--- src/rtl/vga_buffer_ctrl_pkg.sv ---
// Shared geometry defaults, linear-address width and controller state encoding
// for the VGA frame-buffer controller.
package vga_buffer_ctrl_pkg;
  localparam int IMAGE_WIDTH  = 320;
  localparam int IMAGE_HEIGHT = 240;
  localparam int PIXEL_W      = 12;
  localparam int FRAME_PIXELS = IMAGE_WIDTH * IMAGE_HEIGHT;
  localparam int LIN_ADDR_W   = 17;

  typedef enum logic [1:0] {
    IDLE = 2'd0,
    FILL = 2'd1,
    DONE = 2'd2
  } vga_state_e;
endpackage

--- src/rtl/vga_addr_gen.sv ---
// Row/column to linear frame-buffer address, with an in-range flag for the
// configured image geometry.
module vga_addr_gen
  import vga_buffer_ctrl_pkg::*;
#(
  parameter int WIDTH  = 320,
  parameter int HEIGHT = 240
) (
  input  logic [7:0]            row,
  input  logic [8:0]            col,
  output logic [LIN_ADDR_W-1:0] addr,
  output logic                  in_range
);
  always_comb begin
    addr     = LIN_ADDR_W'(row) * LIN_ADDR_W'(WIDTH) + LIN_ADDR_W'(col);
    in_range = (int'(row) < HEIGHT) && (int'(col) < WIDTH);
  end
endmodule

--- src/rtl/vga_buffer_ctrl.sv ---
// Frame-buffer RAM arbiter: read-priority sharing between VGA scan-out and the
// accelerator fill stream. Define VGA_DOUBLE_BUFFER_EN for ping-pong banks.
module vga_buffer_ctrl #(
  parameter int IMAGE_WIDTH  = vga_buffer_ctrl_pkg::IMAGE_WIDTH,
  parameter int IMAGE_HEIGHT = vga_buffer_ctrl_pkg::IMAGE_HEIGHT,
  parameter int PIXEL_W      = vga_buffer_ctrl_pkg::PIXEL_W,
  parameter int ADDR_W       = 18
) (
  input  logic               clk,
  input  logic               rst_n,
  input  logic               frame_start,
  input  logic               wr_valid,
  output logic               wr_ready,
  input  logic [7:0]         wr_row,
  input  logic [8:0]         wr_col,
  input  logic [PIXEL_W-1:0] wr_pixel,
  input  logic               rd_req,
  input  logic [7:0]         rd_row,
  input  logic [8:0]         rd_col,
  output logic               rd_valid,
  output logic [PIXEL_W-1:0] rd_pixel,
  output logic               ram_en,
  output logic               ram_we,
  output logic [ADDR_W-1:0]  ram_addr,
  output logic [PIXEL_W-1:0] ram_wdata,
  input  logic [PIXEL_W-1:0] ram_rdata,
  output logic               frame_done,
  output logic               err_oob,
  output logic               err_abort
);
  import vga_buffer_ctrl_pkg::*;

  localparam logic [LIN_ADDR_W-1:0] LAST_IDX = LIN_ADDR_W'(IMAGE_WIDTH * IMAGE_HEIGHT - 1);

  vga_state_e              state_q, state_d;
  logic                    hold_vld_q, hold_vld_d;
  logic [LIN_ADDR_W-1:0]   hold_addr_q, hold_addr_d;
  logic [PIXEL_W-1:0]      hold_data_q, hold_data_d;
  logic [LIN_ADDR_W-1:0]   count_q, count_d;
  logic                    bank_q, bank_d;
  logic                    err_oob_q, err_oob_d, err_abort_q, err_abort_d;
  logic                    ram_en_q, ram_en_d, ram_we_q, ram_we_d;
  logic [ADDR_W-1:0]       ram_addr_q, ram_addr_d;
  logic [PIXEL_W-1:0]      ram_wdata_q, ram_wdata_d;
  logic                    frame_done_q, frame_done_d;
  logic                    rd_s1_q, rd_s1_d, rd_s1_ok_q, rd_s1_ok_d;
  logic                    rd_vld_q, rd_vld_d, rd_ok_q, rd_ok_d;

  logic [LIN_ADDR_W-1:0]   wr_lin, rd_lin;
  logic                    wr_in, rd_in, issue, accept, rd_hit;
  logic                    wr_bank, rd_bank;

  vga_addr_gen #(.WIDTH(IMAGE_WIDTH), .HEIGHT(IMAGE_HEIGHT)) u_wr_addr (
    .row(wr_row), .col(wr_col), .addr(wr_lin), .in_range(wr_in)
  );
  vga_addr_gen #(.WIDTH(IMAGE_WIDTH), .HEIGHT(IMAGE_HEIGHT)) u_rd_addr (
    .row(rd_row), .col(rd_col), .addr(rd_lin), .in_range(rd_in)
  );

`ifdef VGA_DOUBLE_BUFFER_EN
  assign wr_bank = bank_q;
  assign rd_bank = ~bank_q;
`else
  assign wr_bank = bank_q;
  assign rd_bank = bank_q;
`endif

  always_comb begin
    issue    = hold_vld_q && !rd_req;
    wr_ready = (state_q == FILL) && (!hold_vld_q || issue);
    accept   = wr_valid && wr_ready;
    rd_hit   = rd_req && rd_in;

    state_d      = state_q;
    count_d      = count_q;
    bank_d       = bank_q;
    err_oob_d    = err_oob_q;
    err_abort_d  = err_abort_q;
    frame_done_d = 1'b0;
    hold_vld_d   = hold_vld_q && !issue;
    hold_addr_d  = hold_addr_q;
    hold_data_d  = hold_data_q;

    if (accept) begin
      if (wr_in) begin
        hold_vld_d  = 1'b1;
        hold_addr_d = wr_lin;
        hold_data_d = wr_pixel;
      end else begin
        err_oob_d = 1'b1;
      end
    end

    case (state_q)
      IDLE: if (frame_start) begin
        state_d = FILL;
        count_d = '0;
      end
      FILL: if (frame_start) begin
        count_d     = '0;
        err_abort_d = 1'b1;
      end else if (issue) begin
        count_d = count_q + LIN_ADDR_W'(1);
        if (count_q == LAST_IDX) begin
          frame_done_d = 1'b1;
          state_d      = DONE;
        end
      end
      DONE: if (frame_start) begin
        state_d = FILL;
        count_d = '0;
`ifdef VGA_DOUBLE_BUFFER_EN
        bank_d  = ~bank_q;
`endif
      end
      default: state_d = IDLE;
    endcase

    // Reads always own the port; the hold register only drains on idle cycles.
    ram_en_d    = 1'b0;
    ram_we_d    = 1'b0;
    ram_addr_d  = ram_addr_q;
    ram_wdata_d = ram_wdata_q;
    if (rd_hit) begin
      ram_en_d               = 1'b1;
      ram_addr_d             = ADDR_W'(rd_lin);
      ram_addr_d[ADDR_W-1]   = rd_bank;
    end else if (issue) begin
      ram_en_d               = 1'b1;
      ram_we_d               = 1'b1;
      ram_addr_d             = ADDR_W'(hold_addr_q);
      ram_addr_d[ADDR_W-1]   = wr_bank;
      ram_wdata_d            = hold_data_q;
    end

    rd_s1_d    = rd_req;
    rd_s1_ok_d = rd_hit;
    rd_vld_d   = rd_s1_q;
    rd_ok_d    = rd_s1_ok_q;
  end

  always_ff @(posedge clk) begin
    if (!rst_n) begin
      state_q      <= IDLE;
      hold_vld_q   <= 1'b0;
      hold_addr_q  <= '0;
      hold_data_q  <= '0;
      count_q      <= '0;
      bank_q       <= 1'b0;
      err_oob_q    <= 1'b0;
      err_abort_q  <= 1'b0;
      ram_en_q     <= 1'b0;
      ram_we_q     <= 1'b0;
      ram_addr_q   <= '0;
      ram_wdata_q  <= '0;
      frame_done_q <= 1'b0;
      rd_s1_q      <= 1'b0;
      rd_s1_ok_q   <= 1'b0;
      rd_vld_q     <= 1'b0;
      rd_ok_q      <= 1'b0;
    end else begin
      state_q      <= state_d;
      hold_vld_q   <= hold_vld_d;
      hold_addr_q  <= hold_addr_d;
      hold_data_q  <= hold_data_d;
      count_q      <= count_d;
      bank_q       <= bank_d;
      err_oob_q    <= err_oob_d;
      err_abort_q  <= err_abort_d;
      ram_en_q     <= ram_en_d;
      ram_we_q     <= ram_we_d;
      ram_addr_q   <= ram_addr_d;
      ram_wdata_q  <= ram_wdata_d;
      frame_done_q <= frame_done_d;
      rd_s1_q      <= rd_s1_d;
      rd_s1_ok_q   <= rd_s1_ok_d;
      rd_vld_q     <= rd_vld_d;
      rd_ok_q      <= rd_ok_d;
    end
  end

  assign ram_en     = ram_en_q;
  assign ram_we     = ram_we_q;
  assign ram_addr   = ram_addr_q;
  assign ram_wdata  = ram_wdata_q;
  assign frame_done = frame_done_q;
  assign err_oob    = err_oob_q;
  assign err_abort  = err_abort_q;
  assign rd_valid   = rd_vld_q;
  assign rd_pixel   = rd_ok_q ? ram_rdata : '0;
endmodule

--- config.mk ---
export PLATFORM = sky130hd
export DESIGN_NAME = vga_buffer_ctrl
export DESIGN_NICKNAME = d
export VERILOG_FILES = /design/src/rtl/vga_buffer_ctrl_pkg.sv /design/src/rtl/vga_addr_gen.sv /design/src/rtl/vga_buffer_ctrl.sv
export SDC_FILE = /design/constraint.sdc
export NUM_CORES = 1
export LEC_CHECK = 0
export CAP_MARGIN = 15
export CORE_UTILIZATION = 46
export DETAILED_ROUTE_END_ITERATION = 6
export GPL_TIMING_DRIVEN = 0
export PLACE_DENSITY = 0.84
export SLEW_MARGIN = 20
export SYNTH_ARGS = -nofsm -noshare
export SYNTH_HDL_FRONTEND = slang
export SYNTH_SLANG_ARGS = --single-unit
--- constraint.sdc ---
create_clock -name clk -period 3.52 [get_ports clk]
set_input_delay 1.056 -clock clk [delete_from_list [all_inputs] [get_ports clk]]
set_output_delay 1.056 -clock clk [all_outputs]
set_load 0.005 [all_outputs]
After elaboration in Yosys (flattened, before gate mapping)

Index checks and enable logic that the tools add are counted.
W data, S select, Z words.

Output and inout port bits: 49
Flip-flop bits (word level): 88
Logic and storage cells: 78
Input port bits: 63

Order comparisons: 4
Multipliers: 2
Equality and inequality tests: 8
Bitwise gates (word level): 5
$add $sub $neg: 3
Muxes and demuxes: 17
Reductions and logical operators: 23

Operator list:

| operator                | count |
|---|---|
| $mux W17                | 3 |
| $mux W18                | 2 |
| $add A17 B9 Y17         | 2 |
| $pmux W17 S2            | 1 |
| $mul A8 B3 Y11 const B  | 2 |
| $lt A9 B9 Y1 const B    | 2 |
| $add A17 B1 Y17 const B | 1 |
| $eq A17 B17 Y1 const B  | 1 |
| $lt A8 B8 Y1 const B    | 2 |
| $mux W12                | 1 |
| $mux W2                 | 4 |
| $reduce_and A2 Y1       | 4 |
| $logic_and A1 B1 Y1     | 7 |
| $mux W1                 | 5 |
| $not A1 Y1              | 5 |
| $ne A2 B1 Y1 const B    | 2 |
| $ne A2 B2 Y1 const B    | 2 |
| $pmux W2 S2             | 1 |
| $reduce_and A4 Y1       | 1 |
| $reduce_bool A2 Y1      | 2 |
| $reduce_or A2 Y1        | 2 |
| $reduce_or A4 Y1        | 1 |
| $logic_not A1 Y1        | 3 |
| $ne A3 B3 Y1 const B    | 1 |
| 5 further kinds         | 5 |

Depth between registers and ports, before layout

Gate-level depths: netlist of run 1.

Depth in word-level cells: 6
Depth in mapped cells: 8
Gate-level depth less buffers: 8

Hierarchy

Synthesis of run 1 repeated with hierarchy kept, for this count alone.

Cell total of the unflattened synthesis: 595
Area, all modules: 5106.1 um2

Modules (own cells, without submodules):

| module                    | times used | area each (um2) | cells an instance | sequential area each (um2) |
|---|---|---|---|---|
| vga_buffer_ctrl           | 1          | 3704.8          | 430               | 1741.7 |
| vga_addr_gen at u_wr_addr | 1          | 715.7           | 83                | 0.0 |
| vga_addr_gen at u_rd_addr | 1          | 685.7           | 82                | 0.0 |

Worst setup path before layout of run 1

No wires, ideal clock.

Path type: input to register
Start: input rd_row[1]
End: register ram_addr_q[15], in the netlist ram_addr[15]
Cell stages on the path: 8
Required time: 3398 ps
Slack: -177 ps
Arrival: 3575 ps
Cells stage by stage: ha_1 -> ha_1 -> fa_1 -> nand3_1 -> o21ai_0 -> or4b_4 -> o41a_1 -> o311a_1

Word-level cells in the longest chain between the ends: 4
Elaborated cells on any way between the ends: 7
Those cells by class: 1 x add/sub; 1 x mul; 1 x order compare; 1 x mux; 3 x reduce/logical

Ends and longest elaborated chain:

| element                                                 | RTL line               | text |
|---|---|---|
| start: declaration                                      | vga_buffer_ctrl.sv:18  | `input logic [7:0] rd_row,` |
| branches (longest 4 deep; another with $add A17 B9 Y17) | -                      |  |
| end signal: assignment                                  | vga_buffer_ctrl.sv:172 | `ram_addr_q <= ram_addr_d;` |
| end: declaration                                        | vga_buffer_ctrl.sv:43  | `logic [ADDR_W-1:0] ram_addr_q, ram_addr_d;` |

Several ways; the timed one is not identified.
A chain may end at the register's enable or synchronous reset.

Final worst setup path of run 1

Start: input wr_row[1]
End: register hold_addr_q[14]

Word-level cells in the longest chain between the ends: 3
Elaborated cells on any way between the ends: 5
Those cells by class: 1 x add/sub; 1 x mul; 1 x order compare; 2 x reduce/logical

Ends and longest elaborated chain:

| element                                                 | RTL line               | text |
|---|---|---|
| start: declaration                                      | vga_buffer_ctrl.sv:14  | `input logic [7:0] wr_row,` |
| branches (longest 3 deep; another with $add A17 B9 Y17) | -                      |  |
| end signal: assignment                                  | vga_buffer_ctrl.sv:164 | `hold_addr_q <= hold_addr_d;` |
| end: declaration                                        | vga_buffer_ctrl.sv:37  | `logic [LIN_ADDR_W-1:0] hold_addr_q, hold_addr_d;` |

Several ways; the timed one is not identified.

==> results of run 1 <==
## cell type report
cell class / count / area (um2)
Timing Repair Buffer: 112 / 1097
Sequential cell: 87 / 1742
Clock inverter: 7 / 123.9
Clock buffer: 9 / 123.9
Inverter: 17 / 63.81
Multi-Input combinational cell: 458 / 2917
Buffer: 31 / 130.1
Tap cell: 133 / 166.4
Fill cell: 842 / 3546
## critical path, stage by stage
cell	delay [ns]
clkdlybuf4s50_1	0.48
ha_1	0.34
ha_1	0.24
fa_1	0.47
a211oi_4	0.29
o22ai_1	0.17
nor4b_2	0.34
a21oi_1	0.09
o41ai_1	0.26
## stage by stage
| stage | hold WS [ns] | instance area (um2) |
|---|---|---|
| global placement | 0.4234 | 6026 |
| floorplan | 0.4119 | 4778 |
| global route | 0.4617 | 6364 |
| CTS | 0.4552 | 6307 |
| finish | 0.4595 | 6364 |
| detailed placement | 0.4383 | 6026 |
## layer usage
| layer | global-route usage, % | share of wire (%) | vias up |
|---|---|---|---|
| li1 | - | - | 2340 |
| met1 | 29.14 | 43 | 2258 |
| met2 | 42.23 | 50 | 170 |
| met3 | 4.657 | 5.3 | 27 |
| met4 | 7.755 | 1.9 | 0 |
| met5 | 0 | 0 | - |
## worst max-delay path by stage
stage	startpoint	endpoint	slack (ns)	depth (start not counted)
3_5_place_dp	rd_row[1]	ram_addr[15]	-0.72	9
3_3_place_gp	rd_row[1]	ram_addr[15]	-0.66	9
2_1_floorplan	rd_row[1]	ram_addr[15]	0.001	8
4_1_cts	rd_row[5]	ram_addr[15]	0.01	9
5_1_grt	wr_row[1]	hold_addr_q[15]	-0.02	9
6_report	wr_row[1]	hold_addr_q[14]	0.04	9
## what timing repair did
item	CTS	global route
pin swaps	2	4
setup endpoints to repair	7	4
gates resized for setup	11	17
setup buffers	2	2
hold buffers	0	0
## cell usage after synthesis (4+ instances only)
cell	instances	area (um2)
nand2_1	113	424.2
dfxtp_1	87	1742
a21oi_1	51	255.2
nor2_1	49	183.9
ha_1	31	387.9
clkbuf_1	26	97.59
nand3_1	20	100.1
o21ai_0	20	100.1
and2_1	16	100.1
inv_1	15	56.30
xnor2_1	14	122.6
a211oi_1	12	90.09
a311oi_1	11	96.34
a21o_1	9	67.56
nand4_1	8	50.05
nor2b_1	8	50.05
nor4_1	8	50.05
a31oi_1	7	43.79
xor2_1	7	61.31
nor3_1	6	30.03
and3_1	5	31.28
fa_1	4	80.08
o211a_1	4	40.04
o21ba_2	4	40.04
## kinds of logic (layout without fill, tap and decap cells)
logic type,Yosys count,count (layout),synth area share [%]
DFF,87,87,36.63
AOI/OAI and AO/OA,142,142,19.68
xor gates and xnor gates,21,21,3.868
other,1,1,0.07887
buffers and inverters,48,176,4.079
and+or+nand+nor,259,259,25.82
adders and majority gates,35,35,9.842
## state kept, by name, indices dropped and copies added, names as in the netlist
register,count
state_q,2
rd_valid,1
hold_addr_q,17
rd_s1_q,1
err_oob,1
err_abort,1
ram_wdata,12
rd_ok_q,1
frame_done,1
hold_data_q,12
ram_we,1
ram_en,1
rd_ok_d,1
ram_addr,17
count_q,17
hold_vld_q,1
## power by group through the flow
stage | clock, mW | combinational (mW) | sequential (mW)
after detailed placement | 0 | 0.504 | 1.06
after global routing | 0.906 | 0.593 | 1.05
after global placement | 0 | 0.486 | 1.06
after CTS | 0.863 | 0.518 | 1.04
final | 0.857 | 0.544 | 1.04
after floorplan | 0 | 0.306 | 1.06
==> results_tabular.tex, run 1 <==
\begin{tabular}{lr}
\hline
Metric & Value \\
\hline
\multicolumn{2}{l}{\textbf{Clocking}} \\
\quad Clk buf depth & 2 \\
\quad Cell at the root of the clock tree & clkbuf\_8 \\
\quad Htree depth & 3 \\
\quad TritonCTS sink count & 87 \\
\quad Clock input transition at the sequential cells of the worst setup and hold paths & 0.09 ns \\
\quad Clock tree from TritonCTS & done \\
\quad CTS buffer count & 9 \\
\quad Later-pin clock latency in the skew report & 0.36 ns \\
\multicolumn{2}{l}{\textbf{Synth}} \\
\quad Cell count after synthesis & 593 \\
\quad Sequential cell area fraction in the yosys report & 36.63\% \\
\quad Summed instance area of the synthesized netlist & 0.004755 mm2 \\
\quad Warnings, synthesis & 0 \\
\quad Synthesized flop and latch total & 87 \\
\quad Synth async-reset ratio & 0\% \\
\quad Count of different cell masters after synthesis & 64 \\
\quad Number of enable-type register cells in the synthesized netlist & 0 \\
\quad Primary flip-flop cell chosen by synthesis mapping & dfxtp\_1 \\
\quad Mapped Nets & 691 \\
\quad Avg Inst Size Synth & 8.018 um2 \\
\multicolumn{2}{l}{\textbf{Worst hold path}} \\
\quad Destination of the worst hold path & hold\_data\_q[6] \\
\quad Origin of the worst min-delay path & hold\_data\_q[6] \\
\quad HP Class & flop to flop \\
\quad Worst hold path cell count & 2 \\
\multicolumn{2}{l}{\textbf{Setup path}} \\
\quad Worst setup SP type & input port \\
\quad Start-to-end type of the worst setup path & input port to flop \\
\quad Reg-to-reg endpoint & hold\_addr\_q[16] \\
\quad Endpoint required time on the critical path & 3.79 ns \\
\quad Number of cell instances on the worst register-to-register path & 7 \\
\quad Worst R2R Setup Slack & 1.10 ns \\
\quad Critical-path maximum fanout & 4 \\
\quad Launch instance of the worst register-to-register path & state\_q[0] \\
\quad Endpoint type of the worst setup path & flop \\
\quad Data arrival time of the critical path & 3.74 ns \\
\multicolumn{2}{l}{\textbf{Run status}} \\
\quad Result of the run & finished, final reports clean \\
\multicolumn{2}{l}{\textbf{Global routing}} \\
\quad Global-route wire length before repair & 21,370 um \\
\quad Via count of the first global-routing pass & 4,574 \\
\quad Pin count of the biggest net entering global routing & 17 \\
\quad GRT Residual Overflow & 0 \\
\quad Antenna violations before repair & 0 \\
\quad Overall Global Routing Usage & 23.92\% \\
\multicolumn{2}{l}{\textbf{Pwr}} \\
\quad Pint & 1.769 mW \\
\quad Sequential fraction of design power & 42.7\% \\
\quad IR Drop Worst-Case VDD & 280.8 uV \\
\quad Power share of the clock group & 35.1\% \\
\quad NetSw & 675.4 uW \\
\quad Total power & 2.444 mW \\
\quad Standby leakage power & 2.355 nW \\
\quad Logic gate share of total power & 22.3\% \\
\quad Cell Pwr Density & 384.1 mW/mm2 \\
\quad Switching fraction of total power & 27.63\% \\
\multicolumn{2}{l}{\textbf{Die}} \\
\quad DIE WIDTH & 103.7 um \\
\quad Height of the die & 103.7 um \\
\quad Total die area & 0.01075 mm2 \\
\quad Starting Density & 47.98\% \\
\quad Boundary Pins & 112 \\
\quad Number of standard-cell rows in the floorplan & 36 \\
\quad Core Footprint & 0.009910 mm2 \\
\multicolumn{2}{l}{\textbf{STA}} \\
\quad Count of endpoints failing hold in the final timing report & 0 \\
\quad Final Max Slew Viols & 0 \\
\quad Final-report setup violation count & 0 \\
\quad Setup clock skew after layout & 0.009395 ns \\
\quad Maximum frequency from static timing analysis & 0.2877 GHz \\
\quad Worst slew pin tran & 0.8023 ns \\
\quad Setup slack after layout & 0.04475 ns \\
\quad Relative slew margins & 46.19\% \\
\quad Final cycle utilization of the critical path & 98.73\% \\
\quad Summed negative setup slack over all endpoints & 0 ns \\
\quad Shortest period the worst path allows & 3.475 ns \\
\multicolumn{2}{l}{\textbf{Final layout}} \\
\quad Most common cell after layout, fill and taps aside & nand2\_1 \\
\quad Count of nets after finishing & 814 \\
\quad Area overhead of the layout relative to synthesis & 33.84\% \\
\quad Layout cells sized above 1 & 7.074\% \\
\quad Most frequent cells in the layout & 113 x nand2\_1, 102 x clkdlybuf4s50\_1, 87 x dfxtp\_1, 51 x a21oi\_1, 49 x nor2\_1 \\
\quad Final Instance Count excl. Fillers & 854 \\
\quad Share of the core filled with cells & 64.22\% \\
\quad Number of diodes & 0 \\
\multicolumn{2}{l}{\textbf{Place}} \\
\quad Hpwl dp & 9748 um \\
\quad Count of port buffers added during placement & 108 \\
\quad Final Wtd Congestion & 0.8270 \\
\quad Post-Place Setup Slack & -0.7173 ns \\
\quad Total placed cells including tap cells & 834 \\
\multicolumn{2}{l}{\textbf{Detailed routing}} \\
\quad Total wire length & 13,080 um \\
\quad Per-cell via count in the routed design & 5.615 \\
\quad Antenna-violating nets left & 0 \\
\quad DRC & 0 \\
\quad Detail-routed net length per standard cell & 15.31 um \\
\quad Count of TritonRoute iterations in the first routing pass & 5 \\
\quad Vias post-DR & 4,795 \\
\quad Starting DRT DRC Count & 206 \\
\multicolumn{2}{l}{\textbf{Job}} \\
\quad \# Max-Cap Violations & 0 \\
\hline
\end{tabular}
Note: power is estimated with default switching activity, not from simulation.
==> run 2: changes to the inputs <==
Settings changed: CORE_MARGIN set to 5, CORE_UTILIZATION 46 to 49, PLACE_DENSITY 0.84 to 0.85, REMOVE_ABC_BUFFERS set to 1.
Clock period 3.52 ns to 4.04 ns, I/O delays scaled along.
==> results_tabular.tex, run 2 (synthesis results as in run 1) <==
\begin{tabular}{lr}
\hline
Metric & Value \\
\hline
\multicolumn{2}{l}{\textbf{Final layout}} \\
\quad Layout cells sized above 1 & 5.233\% \\
\quad Count of nets after finishing & 782 \\
\quad Area overhead of the layout relative to synthesis & 28.92\% \\
\quad Most common cell after layout, fill and taps aside & nand2\_1 \\
\quad Final design instance area without fill & 0.006130 mm2 \\
\quad Most frequent cells in the layout & 113 x nand2\_1, 109 x clkdlybuf4s50\_1, 87 x dfxtp\_1, 51 x a21oi\_1, 48 x nor2\_1 \\
\quad Share of the core filled with cells & 63.59\% \\
\quad Filler cell count & 854 \\
\quad Final Instance Count excl. Fillers & 821 \\
\quad Number of diodes & 0 \\
\multicolumn{2}{l}{\textbf{STA}} \\
\quad Setup clock skew after layout & 0.009465 ns \\
\quad Final-report setup violation count & 0 \\
\quad Final cycle utilization of the critical path & 98.30\% \\
\quad Count of endpoints failing hold in the final timing report & 0 \\
\quad Maximum frequency from static timing analysis & 0.2518 GHz \\
\quad Final hold slack & 0.4529 ns \\
\quad Shortest period the worst path allows & 3.971 ns \\
\quad Final Max Slew Viols & 0 \\
\quad Worst slew pin tran & 0.8571 ns \\
\quad Relative slew margins & 42.79\% \\
\multicolumn{2}{l}{\textbf{Setup path}} \\
\quad Largest stage delay on the critical path & 0.57 ns \\
\quad Critical path's top delay family & adder cells \\
\quad Critical path buffers and inverters & 1 \\
\quad Critical-path maximum fanout & 4 \\
\quad Start-to-end type of the worst setup path & input port to flop \\
\quad Endpoint type of the worst setup path & flop \\
\quad CP max stage cell & fa\_2 \\
\quad Worst-path cell chain & clkdlybuf4s50\_1 > ha\_1 > ha\_2 > fa\_2 > nand3\_1 > o21ai\_2 > or4b\_4 > o41a\_1 > o311a\_1 \\
\quad Endpoint required time on the critical path & 4.29 ns \\
\quad Worst setup SP type & input port \\
\quad Data arrival time of the critical path & 4.22 ns \\
\multicolumn{2}{l}{\textbf{Clocking}} \\
\quad Quantity of hold-fixing buffers added after cts & 0 \\
\quad Later-pin clock latency in the skew report & 0.36 ns \\
\quad CTS buffer count & 9 \\
\quad Clk buf depth & 2 \\
\quad Htree depth & 3 \\
\quad Clock tree from TritonCTS & done \\
\quad TritonCTS sink count & 87 \\
\quad Cell at the root of the clock tree & clkbuf\_8 \\
\quad Clock input transition at the sequential cells of the worst setup and hold paths & 0.09 ns \\
\multicolumn{2}{l}{\textbf{Global routing}} \\
\quad Global-route wire length before repair & 19,800 um \\
\quad Pin count of the biggest net entering global routing & 65 \\
\quad Antenna violations before repair & 0 \\
\quad GRT Residual Overflow & 0 \\
\quad Via count of the first global-routing pass & 4,367 \\
\quad Overall Global Routing Usage & 20.66\% \\
\multicolumn{2}{l}{\textbf{Pwr}} \\
\quad Total power & 1.951 mW \\
\quad IR Drop Worst-Case VDD & 148.1 uV \\
\quad Standby leakage power & 2.251 nW \\
\quad Cell Pwr Density & 318.3 mW/mm2 \\
\multicolumn{2}{l}{\textbf{Die}} \\
\quad Height of the die & 108.5 um \\
\quad Number of standard-cell rows in the floorplan & 36 \\
\quad DIE WIDTH & 108.5 um \\
\quad Starting Density & 49.33\% \\
\quad Total die area & 0.01177 mm2 \\
\quad Boundary Pins & 112 \\
\quad Core Footprint & 0.009639 mm2 \\
\multicolumn{2}{l}{\textbf{Place}} \\
\quad Total placed cells including tap cells & 805 \\
\quad Hpwl dp & 8871 um \\
\quad Final Wtd Congestion & 0.8804 \\
\quad Count of port buffers added during placement & 110 \\
\quad DP Area & 0.005914 mm2 \\
\multicolumn{2}{l}{\textbf{Detailed routing}} \\
\quad Per-cell via count in the routed design & 5.540 \\
\quad Detail-routed net length per standard cell & 14.78 um \\
\quad Total wire length & 12,130 um \\
\quad Vias post-DR & 4,548 \\
\quad Count of TritonRoute iterations in the first routing pass & 4 \\
\quad Antenna-violating nets left & 0 \\
\quad Starting DRT DRC Count & 326 \\
\quad DRC & 0 \\
\multicolumn{2}{l}{\textbf{Job}} \\
\quad \# Max-Cap Violations & 0 \\
\multicolumn{2}{l}{\textbf{Worst hold path}} \\
\quad HP Class & flop to flop \\
\multicolumn{2}{l}{\textbf{Run status}} \\
\quad Result of the run & finished, final reports clean \\
\hline
\end{tabular}
run 2: final cells by class:
cell class / count / area (um2) / area share (%)
sequential: 87 / 1742 / 28.41
multi-input combinational: 458 / 2855 / 46.58
clock inverter: 6 / 70.07 / 1.143
tap: 133 / 166.4 / 2.715
clock buffer: 9 / 123.9 / 2.021
inverter: 17 / 65.06 / 1.061
timing repair buffer: 111 / 1107 / 18.06
run 2: metrics by stage:
step                    TNS, ns  worst slack, ns
finish                        0          0.06869
global route        -0.00005906      -0.00005906
CTS                           0          0.02812
detailed placement       -1.739          -0.5728
global placement         -5.061          -0.8054
floorplan                     0           0.1861
run 2: timing repair:
item	4_1_cts	5_1_grt
endpoints found under the setup margin	1	1
pin swaps	1	1
gates resized for setup	6	1
setup buffers	0	1
run 2: layer usage:
layer  track usage (%)  up-vias  wire (um)
met2             35.75      125       6158
met4             6.763        0        195
met1             25.40     2133       5129
li1                  -     2269          -
met5                 0        -          0
met3             4.537       21        647
run 2: report_power, final:
group,switching [mW],internal [mW],leakage [nW],total [mW]
sequential,0.0209,0.889,0.708,0.910
combinational,0.215,0.219,1.46,0.434
clock,0.321,0.286,0.0883,0.607
total,0.557,1.39,2.25,1.95
run 2: path summary, 6_finish.rpt:
path,start,to,slack [ns],cells past startpoint
max reg2reg,state_q[0],hold_addr_q[15],1.65,5
max,rd_row[3],ram_addr[15],0.07,9
min reg2reg,rd_s1_q,rd_valid,0.45,1
min,rd_s1_q,rd_valid,0.45,1
